--- config.mk ---
export PLATFORM = sky130hd
export DESIGN_NAME = mem_access_unit
export DESIGN_NICKNAME = d
export VERILOG_FILES = /design/src/rtl/mem_access_unit_pkg.sv /design/src/rtl/mem_access_unit_data_align.sv /design/src/rtl/mem_access_unit.sv
export SDC_FILE = /design/constraint.sdc
export NUM_CORES = 1
export LEC_CHECK = 0
export BUFFER_PORTS_ARGS = -buffer_cell sky130_fd_sc_hd__buf_2
export CAP_MARGIN = 20
export CORE_ASPECT_RATIO = 0.9
export CORE_MARGIN = 4
export CORE_UTILIZATION = 50
export CTS_CLUSTER_SIZE = 24
export DETAILED_ROUTE_END_ITERATION = 10
export PLACE_DENSITY_LB_ADDON = 0.25
export SKIP_CTS_REPAIR_TIMING = 1
export SYNTH_ARGS = -nofsm -noshare
export SYNTH_HDL_FRONTEND = slang
export SYNTH_HIERARCHICAL = 1
export SYNTH_SLANG_ARGS = --single-unit
--- constraint.sdc ---
create_clock -name clk -period 3.8 [get_ports clk]
set_input_delay 0.38 -clock clk [delete_from_list [all_inputs] [get_ports clk]]
set_output_delay 0.38 -clock clk [all_outputs]
set_load 0.01 [all_outputs]
--- src/rtl/mem_access_unit_pkg.sv ---
`default_nettype none
// ============================================================================
//  Module      : mem_access_unit_pkg
//  Description : Shared types for the core datapath. Holds the ALU operand
//                selects, the writeback select, the load/store opcode set,
//                the load/store FSM state encoding and a small opcode decoder.
//  Ports       : none (package)
//  Revision    : 1.0 - initial release
// ============================================================================
package mem_access_unit_pkg;

    localparam int MEM_MASK_W = 8;

    typedef enum logic [1:0] {ALU_A_RS1, ALU_A_PC, ALU_A_ZERO} alu_a_sel_enum;
    typedef enum logic [1:0] {ALU_B_RS2, ALU_B_IMM, ALU_B_FOUR} alu_b_sel_enum;
    typedef enum logic [1:0] {WB_SEL_ALU, WB_SEL_MEM, WB_SEL_PC4, WB_SEL_CSR} wb_sel_op_enum;

    typedef enum logic [3:0] {
        MEM_LB, MEM_LH, MEM_LW, MEM_LD, MEM_LBU, MEM_LHU, MEM_LWU,
        MEM_SB, MEM_SH, MEM_SW, MEM_SD
    } mem_op_enum;

    typedef enum logic [1:0] {MEM_IDLE, MEM_REQ, MEM_RESP, MEM_DONE} mem_state_enum;

    typedef enum logic [1:0] {MEM_SZ_B, MEM_SZ_H, MEM_SZ_W, MEM_SZ_D} mem_size_enum;

    typedef struct packed {
        mem_size_enum size;
        logic         sign_ext;
        logic         store;
    } mem_op_info_t;

    // Encodings outside the enum fall through to the LD decode.
    function automatic mem_op_info_t mem_op_decode(input mem_op_enum op);
        mem_op_info_t info;
        info = '{size: MEM_SZ_D, sign_ext: 1'b0, store: 1'b0};
        case (op)
            MEM_LB:  info = '{size: MEM_SZ_B, sign_ext: 1'b1, store: 1'b0};
            MEM_LH:  info = '{size: MEM_SZ_H, sign_ext: 1'b1, store: 1'b0};
            MEM_LW:  info = '{size: MEM_SZ_W, sign_ext: 1'b1, store: 1'b0};
            MEM_LBU: info = '{size: MEM_SZ_B, sign_ext: 1'b0, store: 1'b0};
            MEM_LHU: info = '{size: MEM_SZ_H, sign_ext: 1'b0, store: 1'b0};
            MEM_LWU: info = '{size: MEM_SZ_W, sign_ext: 1'b0, store: 1'b0};
            MEM_SB:  info = '{size: MEM_SZ_B, sign_ext: 1'b0, store: 1'b1};
            MEM_SH:  info = '{size: MEM_SZ_H, sign_ext: 1'b0, store: 1'b1};
            MEM_SW:  info = '{size: MEM_SZ_W, sign_ext: 1'b0, store: 1'b1};
            MEM_SD:  info = '{size: MEM_SZ_D, sign_ext: 1'b0, store: 1'b1};
            default: info = '{size: MEM_SZ_D, sign_ext: 1'b0, store: 1'b0};
        endcase
        return info;
    endfunction

endpackage
`default_nettype wire

--- src/rtl/mem_access_unit_data_align.sv ---
`default_nettype none
// ============================================================================
//  Module      : mem_data_align
//  Description : Combinational lane logic for the load/store engine: byte
//                mask and lane shift for stores, lane extraction and sign/zero
//                extension for loads, and (optionally) misalignment detection.
//  Ports       : op, addr_lo, store_data, load_raw  -> inputs
//                is_store, wmask, wdata, ldata      -> outputs
//                misalign                           -> output, only with
//                                                      MEM_MISALIGN_TRAP_EN
//  Revision    : 1.0 - initial release
// ============================================================================
module mem_data_align
    import mem_access_unit_pkg::*;
#(
    parameter int XLEN = 64
) (
    input  mem_op_enum            op,
    input  logic [2:0]            addr_lo,
    input  logic [XLEN-1:0]       store_data,
    input  logic [XLEN-1:0]       load_raw,
    output logic                  is_store,
    output logic [MEM_MASK_W-1:0] wmask,
    output logic [XLEN-1:0]       wdata,
    output logic [XLEN-1:0]       ldata
`ifdef MEM_MISALIGN_TRAP_EN
    ,
    output logic                  misalign
`endif
);

    mem_op_info_t          w_info;
    logic [2:0]            w_off;
    logic [MEM_MASK_W-1:0] w_base;
    logic [XLEN-1:0]       w_raw;

    assign w_info = mem_op_decode(op);

    // Misaligned low bits are dropped so the access lands on the naturally
    // aligned unit that contains the address.
    always_comb begin
        w_off  = 3'b000;
        w_base = 8'hFF;
        case (w_info.size)
            MEM_SZ_B: begin w_off = addr_lo;                w_base = 8'h01; end
            MEM_SZ_H: begin w_off = {addr_lo[2:1], 1'b0};   w_base = 8'h03; end
            MEM_SZ_W: begin w_off = {addr_lo[2], 2'b00};    w_base = 8'h0F; end
            default:  begin w_off = 3'b000;                 w_base = 8'hFF; end
        endcase
    end

    assign is_store = w_info.store;
    assign wmask    = w_info.store ? (w_base << w_off) : '0;
    assign wdata    = store_data << {w_off, 3'b000};
    assign w_raw    = load_raw >> {w_off, 3'b000};

    always_comb begin
        ldata = w_raw;
        case (w_info.size)
            MEM_SZ_B: ldata = {{(XLEN-8){w_info.sign_ext & w_raw[7]}},   w_raw[7:0]};
            MEM_SZ_H: ldata = {{(XLEN-16){w_info.sign_ext & w_raw[15]}}, w_raw[15:0]};
            MEM_SZ_W: ldata = {{(XLEN-32){w_info.sign_ext & w_raw[31]}}, w_raw[31:0]};
            default:  ldata = w_raw;
        endcase
    end

`ifdef MEM_MISALIGN_TRAP_EN
    always_comb begin
        misalign = 1'b0;
        case (w_info.size)
            MEM_SZ_H: misalign = addr_lo[0];
            MEM_SZ_W: misalign = |addr_lo[1:0];
            MEM_SZ_D: misalign = |addr_lo;
            default:  misalign = 1'b0;
        endcase
    end
`endif

endmodule
`default_nettype wire

--- src/rtl/mem_access_unit.sv ---
`default_nettype none
// ============================================================================
//  Module      : mem_access_unit
//  Description : Load/store engine between the MEM stage and the data bus.
//                Latches one request, issues a valid/ready bus request with
//                byte mask and lane-shifted store data, waits for the bus
//                response and returns extended load data with a done pulse.
//  Ports       : clk, rstn                    - clock, async active-low reset
//                req_valid/op/addr/wdata      - core request
//                stall, done, rdata           - core response
//                mem_req_valid/ready, mem_we, mem_addr, mem_wdata, mem_wmask
//                                             - bus request channel
//                mem_resp_valid, mem_resp_data - bus response channel
//                misalign_err                 - only with MEM_MISALIGN_TRAP_EN
//  Config      : MEM_MISALIGN_TRAP_EN - misaligned accesses complete at once
//                with misalign_err instead of touching the bus.
//  Revision    : 1.0 - initial release
// ============================================================================
module mem_access_unit
    import mem_access_unit_pkg::*;
#(
    parameter int XLEN   = 64,
    parameter int MASK_W = XLEN/8
) (
    input  logic              clk,
    input  logic              rstn,
    input  logic              req_valid,
    input  mem_op_enum        req_op,
    input  logic [XLEN-1:0]   req_addr,
    input  logic [XLEN-1:0]   req_wdata,
    output logic              stall,
    output logic              done,
    output logic [XLEN-1:0]   rdata,
    output logic              mem_req_valid,
    input  logic              mem_req_ready,
    output logic              mem_we,
    output logic [XLEN-1:0]   mem_addr,
    output logic [XLEN-1:0]   mem_wdata,
    output logic [MASK_W-1:0] mem_wmask,
    input  logic              mem_resp_valid,
    input  logic [XLEN-1:0]   mem_resp_data
`ifdef MEM_MISALIGN_TRAP_EN
    ,
    output logic              misalign_err
`endif
);

    mem_state_enum         r_state;
    mem_op_enum            r_op;
    logic [2:0]            r_addr_lo;

    mem_op_enum            w_op;
    logic [2:0]            w_addr_lo;
    logic                  w_is_store;
    logic [MEM_MASK_W-1:0] w_wmask;
    logic [XLEN-1:0]       w_wdata;
    logic [XLEN-1:0]       w_ldata;
    logic                  w_trap;

    // One lane unit serves both phases: in IDLE it sees the live request so
    // the bus fields can be registered at capture; afterwards it sees the
    // latched copy so the response can be extracted in RESP.
    assign w_op      = (r_state == MEM_IDLE) ? req_op          : r_op;
    assign w_addr_lo = (r_state == MEM_IDLE) ? req_addr[2:0]   : r_addr_lo;

`ifdef MEM_MISALIGN_TRAP_EN
    logic w_misalign;
`endif

    mem_data_align #(
        .XLEN       (XLEN)
    ) u_align (
        .op         (w_op),
        .addr_lo    (w_addr_lo),
        .store_data (req_wdata),
        .load_raw   (mem_resp_data),
        .is_store   (w_is_store),
        .wmask      (w_wmask),
        .wdata      (w_wdata),
        .ldata      (w_ldata)
`ifdef MEM_MISALIGN_TRAP_EN
        ,
        .misalign   (w_misalign)
`endif
    );

`ifdef MEM_MISALIGN_TRAP_EN
    assign w_trap = w_misalign;

    // High only in the DONE cycle that follows a trapped capture.
    always_ff @(posedge clk or negedge rstn) begin
        if (!rstn) begin
            misalign_err <= 1'b0;
        end else begin
            misalign_err <= (r_state == MEM_IDLE) && req_valid && w_misalign;
        end
    end
`else
    assign w_trap = 1'b0;
`endif

    // The stall drops in DONE so the core advances on the done pulse.
    assign stall = (r_state != MEM_DONE) && req_valid;

    always_ff @(posedge clk or negedge rstn) begin
        if (!rstn) begin
            r_state       <= MEM_IDLE;
            r_op          <= MEM_LB;
            r_addr_lo     <= 3'b000;
            done          <= 1'b0;
            rdata         <= '0;
            mem_req_valid <= 1'b0;
            mem_we        <= 1'b0;
            mem_addr      <= '0;
            mem_wdata     <= '0;
            mem_wmask     <= '0;
        end else begin
            case (r_state)
                MEM_IDLE: begin
                    done <= 1'b0;
                    if (req_valid) begin
                        r_op      <= req_op;
                        r_addr_lo <= req_addr[2:0];
                        if (w_trap) begin
                            r_state <= MEM_DONE;
                            done    <= 1'b1;
                            rdata   <= '0;
                        end else begin
                            r_state       <= MEM_REQ;
                            mem_req_valid <= 1'b1;
                            mem_we        <= w_is_store;
                            mem_addr      <= {req_addr[XLEN-1:3], 3'b000};
                            mem_wdata     <= w_wdata;
                            mem_wmask     <= w_wmask;
                        end
                    end
                end
                MEM_REQ: begin
                    if (mem_req_ready) begin
                        mem_req_valid <= 1'b0;
                        r_state       <= MEM_RESP;
                    end
                end
                MEM_RESP: begin
                    if (mem_resp_valid) begin
                        rdata   <= w_is_store ? '0 : w_ldata;
                        done    <= 1'b1;
                        r_state <= MEM_DONE;
                    end
                end
                MEM_DONE: begin
                    done    <= 1'b0;
                    r_state <= MEM_IDLE;
                end
                default: begin
                    r_state <= MEM_IDLE;
                end
            endcase
        end
    end

endmodule
`default_nettype wire

==> results of run 1 <==
-- through the flow --
stage	TNS, ns	utilization
final	0	0.6374
after global routing	0	0.6374
after CTS	-0.02475	0.6345
after detailed placement	0	0.6009
after global placement	0	0.6009
after floorplan	0	-
-- cell type report --
cell class	instances	share of cell area
Tap cell	342	0.02651
Sequential cell	209	0.3240
Timing Repair Buffer	446	0.1530
Clock buffer	31	0.04201
Multi-Input combinational cell	1055	0.4403
Antenna cell	9	0.001395
Clock inverter	9	0.01070
Inverter	9	0.002093
-- worst paths after layout --
| kind | slack, ns | startpoint | depth (start not counted) | end |
|---|---|---|---|---|
| max | 0.21 | r_state[0]$_DFFE_PN0P_ | 13 | rdata[58]$_DFFE_PN0P_ |
| min | 0.08 | req_addr[54] | 2 | mem_addr[54]$_DFFE_PN0P_ |
| max reg2reg | 0.21 | r_state[0]$_DFFE_PN0P_ | 13 | rdata[58]$_DFFE_PN0P_ |
| min reg2reg | 0.47 | rdata[60]$_DFFE_PN0P_ | 2 | rdata[60]$_DFFE_PN0P_ |
| max in group asynchronous | 2.41 | rstn | 3 | mem_wdata[41]$_DFFE_PN0P_ |
| min in group asynchronous | 0.49 | rstn | 2 | rdata[14]$_DFFE_PN0P_ |
-- worst max-delay path: stages (launching register included) --
cell	delay [ns]
dfrtp_1	0.41
inv_1	0.16
ha_4	0.21
mux2_2	0.41
buf_4	0.19
a21bo_2	0.23
a21oi_4	0.24
mux2i_1	0.13
a22o_1	0.25
or4_1	0.53
buf_6	0.24
nand4_1	0.17
nand2b_1	0.09
o21ai_0	0.18
-- routing by layer --
metal  GRT usage  vias to the layer above  share of wire
li1            -                     5591              -
met1      0.4408                     5872           0.44
met2      0.4475                      667           0.44
met3     0.06166                      105          0.091
met4     0.09912                        8          0.033
met5           0                        -         0.0010
-- sequential cells by signal, summed over array words and instances, names as in the netlist --
signal	count
mem_req_valid	1
r_addr_lo	3
r_state	2
done	1
r_op	4
mem_we	1
rdata	64
mem_wmask	8
mem_addr	61
mem_wdata	64
-- logic make-up after synthesis --
group | Yosys count | share of synthesized area
compound gates | 285 | 0.1419
fa+ha+maj | 5 | 0.004832
buf+inv | 138 | 0.05258
flops | 209 | 0.4040
mux | 204 | 0.1985
other cells | 1 | 0.0002897
simple gates | 558 | 0.1979
-- layout by cell type (no fill, tap or decap), types with 7 or more instances in the layout --
cell type	count
a22o_1	12
nand2_1	306
dfrtp_1	209
a21o_1	10
mux2i_1	52
buf_12	7
o311ai_0	9
nor2_1	48
a311oi_1	8
mux2_4	90
clkbuf_16	26
nor3_1	7
o211ai_1	10
o2bb2ai_1	13
a31o_2	8
nand3_1	33
buf_2	400
diode_2	9
a211oi_1	10
inv_1	8
and2_1	17
o2111ai_1	11
nand2b_1	67
a21oi_1	65
and3_1	39
o22ai_1	9
o21ai_0	91
nand4_1	24
buf_4	34
mux2_2	61
-- where the power goes --
part | switching (mW) | internal [mW]
sequential | 0.586 | 3.27
clock | 0.940 | 1.59
combinational | 6.48 | 4.94
total | 8.00 | 9.79
==> results.ini, run 1 <==
[run_status]
status = completed

[worst_setup_path]
startpoint_type = register
cp_data_required_time_ns = 4.23
arrival_ns = 4.02
path_class = register to register
critPathMaxFanout = 56
crit_path_end_kind = register

[sta]
fmax_mhz = 278.9
rsz0062_at_grt = no
slew-limit-headroom = 0.3652
hold_ws_ns = 0.08160
setup_viol = 0
tightest_slew_ns = 0.9522
finalCritPeriodShare = 0.9436
setup_ws_ns = 0.2143
fin_crit_ns = 3.586
fin_worst_skew_ns = 0.01472
drv_slew = 0
hold_viol_final = 0

[route]
ant_nets = 0
first_iter_violations = 1408
num_vias = 12240
drt_pass1_iterations = 6
wire_per_inst_um = 21.45
route.detailed.drc = 0
detail_route.vias_per_cell = 5.802
drt-total-wl_mm = 45.25

[floorplan]
die_h_um = 160.7
die_w_um = 177.6
pin_count = 405
core_um2 = 25320
start_util = 0.5112
fp.dieArea_um2 = 28530
rows = 55

[synth]
syn_area_um2 = 12950
synth_edf_count = 0
yosysTopAreaCellShare = 0.4040
netlist_top_cells_count = nand2_1, dfrtp_1, o21ai_0, mux2_4, nand2b_1
ys.flop_type = dfrtp_1
synthTopCellsByArea = dfrtp_1, mux2_4, nand2_1
yosysSeqAreaShare = 0.4040
syn_inst = 1400
yosysTopAreaCell = dfrtp_1
yosysMostFrequentCell = nand2_1
synth-seq-cells = 209
ys_types = 57
async_reset_ff_frac = 1.000
ys_warn_count = 6
synth.avg_cell_area_um2 = 9.247

[place]
pre_cts_slack_ns = 0.01834
post-dp-hpwl_mm = 32.62
dp.cells = 2058
port_buffers = 401
placed_cell_area_um2 = 15220
place.gp.congestion = 0.9698

[clocking]
clockRootBuffer = clkbuf_16
h-tree-depth = 1
worstSkewPairLatency_ns = 0.53
numClockSinks = 209
clk_pin_slew_worst_paths_ns = 0.06
cts_max_path_buffers = 3
cts_tree = done
cts_buffers = 24

[min_path]
hp-class = input pin to register

[power]
leakage_nw = 8.386
power_density_nw_per_um2 = 1103
fin_total_pwr_mw = 17.80
ir_drop_mv = 0.6661

[global_route]
grt_usage = 0.3011
grt-ovfl-total = 0
grt_start_max_net_pins = 102
first_global_vias = 11730
grt_pass1_wl_mm = 68.17
antenna_found_initial = 13

[final_layout]
multi_input_area_um2 = 7107
syn_to_final_growth_pct = 24.68
final_cell_area_um2 = 16140
fin_nets = 1951
seq_area_um2 = 5230
final_layout_size_suffix_gt1_frac = 0.3724
fill_cells = 2227
final_cells = 2110

[flow_run]
drv_cap = 0

No activity file was read; power rests on OpenSTA's default activity.
==> inputs of run 2 (changes only) <==
Settings changed: HOLD_SLACK_MARGIN set to 0.05, PLACE_DENSITY set to 0.78, PLACE_DENSITY_LB_ADDON 0.25 to not set.
==> run 2 against run 1 <==
Effect of this change:
- non-clock buffer count shrank 1
- design area shrank 0.47%
- sequential share of layout area is 0.15 points higher
- cell count is 0.43% higher
- critical endpoint is now rdata[18]$_DFFE_PN0P_
- largest cell class unchanged
==> results.ini, run 2 (synthesis gave the netlist of run 1 again) <==
[run_status]
status = completed

[place]
place.gp.congestion = 0.9775
post-dp-hpwl_mm = 32.38
port_buffers = 401
dp.cells = 2058

[sta]
slew-limit-headroom = 0.4279
tightest_slew_ns = 0.8581
fin_worst_skew_ns = 0.02074
drv_slew = 0
fin_setup_tns_ns = 0
fmax_mhz = 281.2
fin_crit_ns = 3.557
finalCritPeriodShare = 0.9359
hold_ws_ns = 0.08485
setup_viol = 0
rsz0062_at_grt = no
hold_viol_final = 0

[final_layout]
syn_to_final_growth_pct = 24.09
fill_cells = 2248
final_core_util = 0.6344
fin_nets = 1949
final_cell_mix = buf_2, nand2_1, dfrtp_1
multi_input_area_um2 = 7097
final_common_cell = buf_2
seq_area_um2 = 5230
final_layout_size_suffix_gt1_frac = 0.3716
final_cells = 2119
reg_top3 = mem_wdata (64), rdata (64), mem_addr (61)

[min_path]
min_path_cells = 2
hp-class = input pin to register
worstHoldStart = req_addr[20]

[worst_setup_path]
worstReg2RegStart = r_state[0]$_DFFE_PN0P_
critPathMaxFanout = 56
worst-path-buf-inv = 3
crit_family = simple AND/OR/NAND/NOR gates
startpoint_type = register
cp_cell_sequence = inv_1 > ha_2 > mux2_2 > nor4b_1 > buf_4 > a21oi_4 > mux2i_1 > a22o_1 > or4_1 > buf_6 > o311ai_0 > nand2b_1 > o21ai_0
cpPeakStageDelay_ns = 0.54
crit_path_end_kind = register
crit_start = r_state[0]$_DFFE_PN0P_
r2r_cells = 13
cpMaxStageDelayCell = or4_1
cp_data_required_time_ns = 4.24
arrival_ns = 3.99
cp.depth = 13
path_class = register to register

[floorplan]
core_um2 = 25320
rows = 55
start_util = 0.5112
die_w_um = 177.6
pin_count = 405
die_h_um = 160.7
fp.dieArea_um2 = 28530

[clocking]
cts_max_path_buffers = 3
worstSkewPairLatency_ns = 0.53
clockRootBuffer = clkbuf_16
clk_pin_slew_worst_paths_ns = 0.06
cts_buffers = 23
h-tree-depth = 1
cts_tree = done
numClockSinks = 209

[power]
fin_total_pwr_mw = 17.57
ir_drop_mv = 0.6851
power_density_nw_per_um2 = 1094
leakage_nw = 8.346

[route]
ant_nets = 0
drt_pass1_iterations = 6
wire_per_inst_um = 21.34
route.layer.met1.wl_mm = 18.76
drt-total-wl_mm = 45.22
top_layer_used = met5
route.detailed.drc = 0
dr_wl_met3_mm = 4.334
first_iter_violations = 1631
detail_route.vias_per_cell = 5.787
dr_wl_met2_mm = 20.46
num_vias = 12260

[global_route]
grt-ovfl-total = 0
antenna_found_initial = 19
grt_start_max_net_pins = 101
grt_usage = 0.3016
first_global_vias = 11880
grt_pass1_wl_mm = 68.79

[flow_run]
drv_cap = 0

-- run 2: metrics by stage --
| step | setup slack [ns] | cell area (um^2) |
|---|---|---|
| floorplan | 0.4554 | 12950 |
| global placement | 0.2529 | 15210 |
| detailed placement | 0.1193 | 15210 |
| CTS | 0.1115 | 15990 |
| global route | 0.02243 | 16060 |
| finish | 0.2435 | 16070 |
-- run 2: final cells by class --
class	count	area share
Inverter	9	0.002103
Sequential cell	209	0.3255
Tap cell	342	0.02664
Clock inverter	10	0.008411
Clock buffer	32	0.04042
Timing Repair Buffer	445	0.1525
Antenna cell	17	0.002648
Multi-Input combinational cell	1055	0.4417
-- run 2: path summary, 6_finish.rpt --
check                                       endpoint  slack (ns)
setup / recovery               rdata[18]$_DFFE_PN0P_        0.24
hold / removal              mem_addr[20]$_DFFE_PN0P_        0.08
setup reg to reg               rdata[18]$_DFFE_PN0P_        0.24
hold reg to reg                rdata[43]$_DFFE_PN0P_        0.47
max in group asynchronous  mem_wdata[11]$_DFFE_PN0P_        2.39
min in group asynchronous   mem_addr[39]$_DFFE_PN0P_        0.49
-- run 2: per-layer routing --
layer | vias to the layer above | track usage
li1 | 5598 | -
met1 | 5834 | 0.4302
met2 | 717 | 0.4548
met3 | 110 | 0.06072
met4 | 4 | 0.1139
met5 | - | 0
-- run 2: where the power goes --
group,internal (mW),switching [mW]
sequential,3.27,0.625
clock,1.40,0.933
combinational,4.92,6.42
==> inputs of run 3 (changes only) <==
==> constraint.sdc (replaced) <==
create_clock -name clk -period 3.8 [get_ports clk]
set_input_delay 0.19 -clock clk [delete_from_list [all_inputs] [get_ports clk]]
set_output_delay 0.19 -clock clk [all_outputs]
set_load 0.01 [all_outputs]
==> run 3 against run 2 <==
Effect of this change:
- flip-flop and latch count unchanged
- worst setup slack lost 0.13 ns
- count of clock-buffer cells in the layout fell by 3
- worst hold slack got worse by 0.062 ns
- clock power grew 9.0%
- non-clock buffer count grew 67
- fmax fell by 3.7%
- utilization rose by 3.0 points
- design area grew 4.7%
- combinational power about the same
- sequential power is essentially flat
- routed wire length up 4.8%
==> results.ini, run 3 (synthesis gave the netlist of run 1 again) <==
[run_status]
status = completed

[final_layout]
fill_cells = 2167
fin_nets = 2017
final_cells = 2183
final_common_cell = buf_2
final_layout_size_suffix_gt1_frac = 0.3598
final_cell_mix = buf_2, nand2_1, dfrtp_1
reg_top3 = mem_wdata (64), rdata (64), mem_addr (61)
syn_to_final_growth_pct = 29.90
final_core_util = 0.6641

[clocking]
cts_buffers = 24
cts_tree = done
worstSkewPairLatency_ns = 0.52
numClockSinks = 209
h-tree-depth = 1
cts_max_path_buffers = 3
clk_pin_slew_worst_paths_ns = 0.06
clockRootBuffer = clkbuf_16

[floorplan]
die_h_um = 160.7
core_um2 = 25320
start_util = 0.5112
die_w_um = 177.6
rows = 55
pin_count = 405
fp.dieArea_um2 = 28530

[route]
ant_nets = 0
first_iter_violations = 1653
route.detailed.drc = 0
num_vias = 12690
detail_route.vias_per_cell = 5.813
wire_per_inst_um = 21.71
drt_pass1_iterations = 6
drt-total-wl_mm = 47.40

[sta]
fin_crit_ns = 3.691
tightest_slew_ns = 0.8954
finalCritPeriodShare = 0.9714
fin_setup_tns_ns = 0
slew-limit-headroom = 0.4031
fin_worst_skew_ns = 0.009747
hold_viol_final = 0
drv_slew = 0
fmax_mhz = 270.9
setup_ws_ns = 0.1086
setup_viol = 0

[global_route]
antenna_found_initial = 20
grt_use_met1 = 0.4282
grt_pass1_wl_mm = 68.80
top_usage_layer = met2
first_global_vias = 11910
grt-ovfl-total = 0
grt_usage = 0.3025
met3_usage = 0.07178
grt_start_max_net_pins = 111
met2_usage = 0.4517

[power]
leakage_nw = 8.660
power_density_nw_per_um2 = 1067
ir_drop_mv = 0.6611
fin_total_pwr_mw = 17.95

[flow_run]
drv_cap = 0

[place]
port_buffers = 401
pre_cts_slack_ns = 0.03400
dp.cells = 2056
place.gp.congestion = 0.9804
post-dp-hpwl_mm = 32.48

[worst_setup_path]
path_class = register to register
cp_data_required_time_ns = 4.22
critPathMaxFanout = 56
arrival_ns = 4.11
crit_path_end_kind = register
startpoint_type = register

[min_path]
hp-class = input pin to register

run 3: cell types whose count changed in the layout (fill, tap and decap cells not counted), moves of 2 or more:
cell | previous run | this run
bufinv_16 | 3 | 5
diode_2 | 17 | 15
inv_6 | 2 | 0
clkbuf_1 | 5 | 2
clkbuf_16 | 24 | 26
dlygate4sd3_1 | 1 | 69
clkbuf_8 | 4 | 2
run 3: critical path, stage by stage, from the launching register on:
cell	delay [ns]
dfrtp_1	0.42
inv_1	0.12
ha_2	0.29
mux2_2	0.45
a21bo_2	0.30
a21oi_4	0.26
mux2i_1	0.17
a22o_1	0.27
or4_1	0.54
buf_6	0.25
o311ai_0	0.19
nand2b_1	0.13
o21ai_0	0.19
run 3: through the flow:
stage | hold WS [ns] | area [um^2]
6_report | 0.02309 | 16820
5_1_grt | 0.07436 | 16820
4_1_cts | -0.2230 | 16050
3_5_place_dp | 0.3259 | 15190
3_3_place_gp | 0.3170 | 15190
2_1_floorplan | -0.1056 | 12950
run 3: cell type report:
class | count | area (um^2) | area share
Antenna cell | 15 | 37.54 | 0.002232
Inverter | 9 | 33.78 | 0.002009
Timing Repair Buffer | 512 | 3123 | 0.1857
Tap cell | 342 | 427.9 | 0.02544
Clock inverter | 12 | 193.9 | 0.01153
Clock buffer | 29 | 660.6 | 0.03928
Sequential cell | 209 | 5230 | 0.3110
Multi-Input combinational cell | 1055 | 7111 | 0.4228
run 3: final timing paths:
path	end	startpoint	slack (ns)	cells past startpoint
setup / recovery	rdata[16]$_DFFE_PN0P_	r_state[1]$_DFFE_PN0P_	0.11	12
hold / removal	mem_req_valid$_DFFE_PN0P_	mem_req_ready	0.02	4
setup reg to reg	rdata[16]$_DFFE_PN0P_	r_state[1]$_DFFE_PN0P_	0.11	12
hold reg to reg	rdata[44]$_DFFE_PN0P_	rdata[44]$_DFFE_PN0P_	0.47	2
max in group asynchronous	rdata[0]$_DFFE_PN0P_	rstn	2.46	3
min in group asynchronous	mem_addr[43]$_DFFE_PN0P_	rstn	0.35	2
run 3: metal layers:
| metal | share of wire | vias to the layer above |
|---|---|---|
| met5 | 0.0012 | - |
| li1 | - | 5728 |
| met4 | 0.041 | 10 |
| met2 | 0.45 | 791 |
| met3 | 0.10 | 138 |
| met1 | 0.40 | 6023 |
run 3: report_power, final:
part / switching (mW) / leakage [nW] / internal [mW] / total [mW]
clock network: 0.963 / 0.416 / 1.57 / 2.54
logic: 6.52 / 5.64 / 4.98 / 11.5
registers: 0.652 / 2.60 / 3.27 / 3.92
total: 8.14 / 8.66 / 9.82 / 18.0
